$ cat config.mk
export PLATFORM = sky130hd
export DESIGN_NAME = bj_redirect_ctrl
export DESIGN_NICKNAME = d
export VERILOG_FILES = /design/src/rtl/bj_redirect_ctrl_pkg.sv /design/src/rtl/bj_redirect_cnt.sv /design/src/rtl/bj_redirect_ctrl.sv
export SDC_FILE = /design/constraint.sdc
export NUM_CORES = 1
export LEC_CHECK = 0
export CORE_UTILIZATION = 45
export CTS_BUF_LIST = sky130_fd_sc_hd__clkbuf_8
export DETAILED_ROUTE_END_ITERATION = 8
export PLACE_DENSITY = 0.8
export SLEW_MARGIN = 20
export SYNTH_ARGS = -nofsm -noshare
export SYNTH_HDL_FRONTEND = slang
export SYNTH_SLANG_ARGS = --single-unit
$ cat constraint.sdc
create_clock -name clk -period 2.7 [get_ports clk]
set_clock_uncertainty 0.1 [all_clocks]
set_input_delay 0.54 -clock clk [delete_from_list [all_inputs] [get_ports clk]]
set_output_delay 0.54 -clock clk [all_outputs]
set_load 0.005 [all_outputs]
$ cat src/rtl/bj_redirect_ctrl_pkg.sv
// bj_redirect_ctrl_pkg: shared PC type, sequencer states and default vectors.
package bj_redirect_ctrl_pkg;
    localparam int CPU_XLEN = 32;
    typedef logic [CPU_XLEN-1:0] cpu_t;
    typedef enum logic [1:0] {RUN, FLUSH, TRAP} state_t;
    localparam cpu_t RESET_PC_DEF = 32'h0000_0000;
    localparam cpu_t TRAP_VEC_DEF = 32'h0000_0100;
endpackage

$ cat src/rtl/bj_redirect_cnt.sv
// bj_redirect_cnt: saturating event counter with increment enable.
module bj_redirect_cnt #(
    parameter int W = 16
) (
    input  logic         clk,
    input  logic         rst_n,
    input  logic         inc,
    output logic [W-1:0] cnt
);
    always_ff @(posedge clk or negedge rst_n)
        if (!rst_n) cnt <= '0;
        else if (inc && !(&cnt)) cnt <= cnt + 1'b1;
endmodule

$ cat src/rtl/bj_redirect_ctrl.sv
// bj_redirect_ctrl: fetch PC sequencer with branch/jump redirect, kill window
// and misaligned-target trap.
module bj_redirect_ctrl
    import bj_redirect_ctrl_pkg::*;
#(
    parameter int              XLEN         = CPU_XLEN,
    parameter logic [XLEN-1:0] RESET_PC     = RESET_PC_DEF,
    parameter logic [XLEN-1:0] TRAP_VEC     = TRAP_VEC_DEF,
    parameter int              FLUSH_CYCLES = 2,
    parameter int              PERF_W       = 16
) (
    input  logic              clk,
    input  logic              rst_n,
    input  logic              i_ex_valid,
    input  logic              i_bj_en,
    input  logic [XLEN-1:0]   i_bj_pc,
    input  logic              i_fetch_ready,
    input  logic              i_trap_ack,
    output logic              o_fetch_valid,
    output logic [XLEN-1:0]   o_pc,
    output logic [XLEN-1:0]   o_pc_add4,
    output logic              o_flush,
    output logic              o_trap,
    output logic [XLEN-1:0]   o_trap_addr,
    output logic [PERF_W-1:0] o_redirect_cnt
);
    localparam logic [3:0] FLUSH_INIT = 4'(FLUSH_CYCLES - 1);

    state_t          state, state_nx;
    logic [3:0]      cnt, cnt_nx;
    logic [XLEN-1:0] pc_nx, trap_addr_nx;
    logic            redir, inc;

    assign redir         = i_ex_valid & i_bj_en;
    assign o_pc_add4     = o_pc + XLEN'(4);
    assign o_fetch_valid = state == RUN;
    // Kill and trap flags come straight off the state register, so they rise the cycle after redir.
    assign o_flush       = state != RUN;
    assign o_trap        = state == TRAP;

    always_comb begin
        state_nx     = state;
        cnt_nx       = cnt;
        pc_nx        = o_pc;
        trap_addr_nx = o_trap_addr;
        inc          = 1'b0;
        case (state)
            RUN: begin
                if (redir && i_bj_pc[1:0] == 2'b00) begin
                    pc_nx    = i_bj_pc;
                    cnt_nx   = FLUSH_INIT;
                    state_nx = FLUSH;
                    inc      = 1'b1;
                end else if (redir) begin
                    trap_addr_nx = i_bj_pc;
                    state_nx     = TRAP;
                end else if (i_fetch_ready) begin
                    pc_nx = o_pc_add4;
                end
            end
            FLUSH: begin
                cnt_nx   = cnt == 4'd0 ? 4'd0 : cnt - 4'd1;
                state_nx = cnt == 4'd0 ? RUN : FLUSH;
            end
            TRAP: begin
                pc_nx    = i_trap_ack ? TRAP_VEC : o_pc;
                state_nx = i_trap_ack ? RUN : TRAP;
            end
            default: state_nx = RUN;
        endcase
    end

    always_ff @(posedge clk or negedge rst_n)
        if (!rst_n) begin
            state       <= RUN;
            cnt         <= 4'd0;
            o_pc        <= RESET_PC;
            o_trap_addr <= '0;
        end else begin
            state       <= state_nx;
            cnt         <= cnt_nx;
            o_pc        <= pc_nx;
            o_trap_addr <= trap_addr_nx;
        end

    bj_redirect_cnt #(.W(PERF_W)) u_cnt (
        .clk  (clk),
        .rst_n(rst_n),
        .inc  (inc),
        .cnt  (o_redirect_cnt)
    );
endmodule

## After elaboration in Yosys (flattened, before gate mapping)

Cells that the tools add are included.

- Logic and storage cells: 45
- Flip-flop bits (word level): 86

- Bitwise logic cells: 2
- Reduce and logical (&&, ||, !) cells: 13
- Add/sub/neg operators: 3
- Muxes and demuxes: 15
- Eq/ne operators: 7

Operators with widths:

| kind | number |
|---|---|
| $mux W32 | 4 |
| $pmux W32 S2 | 1 |
| $add A32 B3 Y32 const B | 1 |
| $add A16 B1 Y16 const B | 1 |
| $reduce_and A16 Y1 | 1 |
| $mux W4 | 2 |
| $pmux W4 S2 | 1 |
| $mux W2 | 3 |
| $ne A3 B2 Y1 const B | 2 |
| $pmux W2 S3 | 1 |
| $reduce_bool A2 Y1 | 3 |
| $logic_not A2 Y1 | 2 |
| $logic_not A4 Y1 | 1 |
| $reduce_and A4 Y1 | 1 |
| $sub A4 B1 Y4 const B | 1 |
| $mux W1 | 3 |
| $ne A3 B1 Y1 const B | 1 |
| $reduce_and A3 Y1 | 1 |
| $eq A2 B1 Y1 const B | 1 |
| $eq A2 B2 Y1 const B | 1 |
| $logic_and A1 B1 Y1 | 2 |
| $ne A2 B1 Y1 const B | 1 |
| $ne A2 B2 Y1 const B | 1 |
| $reduce_and A2 Y1 | 1 |
| 3 further kinds | 3 |

## Longest topological paths before layout

- Word-level depth: 5
- Gate-level depth with buffers: 9
- Gate-level depth less buffers: 7

## Cells and area by module

Synthesis repeated with hierarchy kept, for this count alone.

- Cells, all modules: 463
- Area total of the unflattened synthesis: 4596.9 µm²

By module, submodules not included:

| module | area each (µm²) | instances | cells an instance |
|---|---|---|---|
| bj_redirect_ctrl | 3756.1 | 1 | 388 |
| bj_redirect_cnt | 840.8 | 1 | 75 |

## Worst setup path after synthesis

Ideal clock, no wire load.

- Path type: register to output
- Start point: register o_pc[2]
- End point: output o_pc_add4[22]
- Path buffers: 0
- Stages on the path, launching flop included: 6
- Arrival time: 1.618 ns
- Slack: 0.442 ns
- Cells stage by stage: dfrtp_1 -> ha_1 -> nand4_1 -> nor2_1 -> nand3_1 -> xnor2_1

- Longest elaborated chain between the ends: 1

Ends and longest elaborated chain:

| item | RTL line | source |
|---|---|---|
| start, declared | bj_redirect_ctrl.sv:20 | `output logic [XLEN-1:0] o_pc,` |
| start signal, assigned | bj_redirect_ctrl.sv:82 | `o_pc <= pc_nx;` |
| $add A32 B3 Y32 | bj_redirect_ctrl.sv:35 | `assign o_pc_add4 = o_pc + XLEN'(4);` |
| end, declared | bj_redirect_ctrl.sv:21 | `output logic [XLEN-1:0] o_pc_add4,` |

No other way between the ends.

## Final worst setup path

- Start point: register o_pc[13]
- End point: output o_pc_add4[26]

The elaborated chain is that of the path after synthesis.

==> impl_metrics.csv <==
group,metric,value,unit
outcome,status,"complete, but fails checks",
outcome,failed_checks,"negative setup slack",
finish,area_growth,57.7,%
critical_path,r2r_end,"o_pc[14]",
placement,finalWeightedCongestion,0.870,
power,p_sw,1.79,mW
critical_path,slowest_delay,0.41,ns
power,powerDensity,728,nW/um^2
logic_synthesis,synth_nets,510,
routing,drc,0,
placement,port_buffers,152,
grt,grt_first_pass_wirelength,24300,um
logic_synthesis,yosys.cell_types.count,57,
finish,fillCellCount,680,
logic_synthesis,synth_area,4660,um^2
job,drv_cap,0,
grt,grt_usage,28.1,%
timing,timing.fmax,365,MHz
critical_path,path_delay_family,"simple AND/OR/NAND/NOR gates",
timing,hold_viol,0,
clock_network,worstSkewPairLatency,0.37,ns
timing,period_needed,2.74,ns
placement,postPlaceCellArea,6680,um^2
timing,fin_ws,-0.0390,ns
floorplan,die_y,104,um
power,clockPowerShare,17.4,%
power,p_sw_share,33.5,%
clock_network,cts.htree.levels,3,
floorplan,core_area,9910,um^2
logic_synthesis,synth_seq_cells,86,
critical_path,arrival,2.10,ns
grt,grt_max_degree,50,
critical_path,cp.depth,8,
placement,post-dp-hpwl,10100,um
routing,final_antenna_net_count,0,
clock_network,cts_buffer_depth,2,
routing,wl_per_cell,18.5,um
worst_hold_path,min_path_type,"primary input to asynchronous set/reset pin",
logic_synthesis,avgSynthCellArea,9.95,um^2
critical_path,critPathMaxFanout,3,
routing,viasPerCell,5.74,
critical_path,startpoint_type,"flop",
grt,grt_pass1_vias,4899,
grt,grt-ovfl-total,0,
floorplan,initial_core_util,47.0,%
critical_path,path_cells,"nand4_4 -> buf_6 -> nor4_4 -> buf_4 -> buf_6 -> nand4_1 -> xnor2_1 -> buf_2",
logic_synthesis,synth_edf_count,0,
logic_synthesis,yosysWarnings,0,
timing,relSlewSlack,58.9,%
finish,diodes,0,
logic_synthesis,netlist_instances,468,
floorplan,io_pins,153,
critical_path,rr_startpoint,"o_pc[2]",
clock_network,cts_made_buffers,9,
critical_path,crit_required,2.06,ns
grt,antenna_found_initial,0,
power,ir_drop,0.000413,V
logic_synthesis,ys.flop_type,"dfrtp_1",
logic_synthesis,ys_async_sr_fraction,100,%
clock_network,clk_pin_slew,0.09,ns
timing,rsz0062_at_grt,"yes",
power,seqPwrFrac,36.7,%
routing,first_iter_violations,442,
finish,drive_above_1_share,28.0,%
floorplan,die_x,104,um
critical_path,crit_path_top_delay_cell,"dfrtp_1",
critical_path,cpMostUsedCell,"buf_6",
floorplan,die_area,10800,um^2
finish,layout_common_cells,"127 x clkdlybuf4s50_1, 86 x dfrtp_1, 85 x buf_4",
routing,vias,4829,
critical_path,timing_worst_setup_path_type,"flop to output port",
floorplan,rows,36,
logic_synthesis,synth_seq_area_share,46.2,%
finish,final_common_cell,"clkdlybuf4s50_1",
critical_path,r2r.worst_path.cells,10,
finish,seq_area,2150,um^2
power,internal-power,3.56,mW
timing,setup_viol,3,
power,p_leak,3.30,nW
critical_path,critPathCaptureType,"output port",
critical_path,r2r_slack,0.35,ns
finish,design_area,7350,um^2
finish,nNetsFinal,745,
critical_path,startpoint,"o_pc[13]",
timing,fin_crit_sh,101,%
timing,drv_slew,0,
finish,multi_input_area,2530,um^2
power,combPwrFrac,45.9,%
timing,hold_ws,0.0809,ns
clock_network,cts_root_buffer,"clkbuf_8",
routing,drt_wl_total,15500,um
timing,tightest_slew,0.616,ns
critical_path,endpoint,"o_pc_add4[26]",
clock_network,cts_tree,"built",
critical_path,cp_num_buf_inv,4,
clock_network,cts_sinks,86,
routing,dr.pass1.iters,5,
-- Yosys cell counts, drive strengths merged (9+ instances only) --
| cell | count | area share [%] |
|---|---|---|
| nand3 | 21 | 2.5 |
| nor4 | 9 | 2.0 |
| mux2 | 34 | 8.2 |
| xor2 | 11 | 2.1 |
| dfrtp | 86 | 46 |
| clkbuf | 12 | 0.99 |
| nand4 | 16 | 2.5 |
| inv | 17 | 1.4 |
| xnor2 | 28 | 5.3 |
| a21oi | 24 | 2.6 |
| nor2 | 26 | 2.1 |
| and3 | 11 | 1.5 |
| a22oi | 12 | 1.9 |
| nor3 | 18 | 2.0 |
| buf | 12 | 1.4 |
| o21ai | 30 | 3.2 |
| nand2 | 41 | 3.3 |
-- worst register-to-register path, cell delays in order, from the launching register on --
cell	delay, ns
dfrtp_1	0.38
ha_2	0.19
nand4_1	0.16
buf_4	0.20
buf_4	0.14
nor4_4	0.14
xor2_1	0.28
buf_4	0.16
buf_4	0.09
nor2_1	0.03
o41ai_1	0.36
-- sequential cells by signal (all words and copies together) (netlist names) --
signal and cells:
state 2, o_trap_addr 32, o_pc 32, u_cnt.cnt 16, cnt 4
-- layer usage --
metal  up-vias  GRT usage [%]  part of all wire [%]
li1       2166              -                     -
met1      2363           34.2                    39
met2       265           49.5                    52
met3        35           5.54                   7.0
met4         0           9.59                   2.2
met5         -              0                     0
-- worst min path at each step --
stage                         start         endpoint  slack [ns]
finish                        rst_n     u_cnt.cnt[0]        0.08
global route                  rst_n     u_cnt.cnt[6]        0.12
CTS                           rst_n     u_cnt.cnt[0]        0.09
floorplan                     rst_n           cnt[0]        0.14
detailed placement  o_trap_addr[26]  o_trap_addr[26]        0.38
global placement    o_trap_addr[26]  o_trap_addr[26]        0.37
-- stage by stage --
stage	util, %	setup WS, ns	setup TNS [ns]	cells	power [mW]
after global placement	67.4	0.103	0	783	4.25
after floorplan	-	0.442	0	468	2.83
after CTS	72.4	-0.115	-0.254	825	5.30
final	74.1	-0.0390	-0.0611	841	5.35
after detailed placement	67.4	0.0553	0	783	4.32
after global routing	74.1	-0.127	-1.03	841	5.64
-- kinds of logic (layout without fill, tap and decap cells) --
group / count (synthesis) / count (layout) / share of synthesized area, %
mux: 38 / 38 / 9.08
fa+ha+maj: 4 / 4 / 1.07
buf+inv: 42 / 282 / 3.81
simple gates: 157 / 157 / 18.3
xor+xnor: 39 / 39 / 7.33
compound gates: 102 / 102 / 14.2
flops: 86 / 86 / 46.2
-- what timing repair did --
| item | in CTS | in global routing |
|---|---|---|
| buffers inserted | 26 | 16 |
| hold buffers | 0 | 0 |
| setup endpoints to repair | 24 | 23 |
| pin swaps | 20 | 20 |
| resized for setup | 54 | 54 |
-- layout make-up --
cell class	instances	area share (%)
Clock buffer	10	1.87
Timing Repair Buffer	248	30.4
Multi-Input combinational cell	340	34.4
Sequential cell	86	29.3
Inverter	18	0.920
Clock inverter	6	0.852
Tap cell	133	2.27
-- power groups by stage --
stage                     combinational [mW]  clock (mW)  sequential, mW
after CTS                               2.40       0.943            1.95
final                                   2.45       0.932            1.96
after global placement                  2.29           0            1.96
after detailed placement                2.34           0            1.98
after global routing                    2.63       0.997            2.01
after floorplan                        0.808           0            2.02
(Power assumes the default switching activity.)
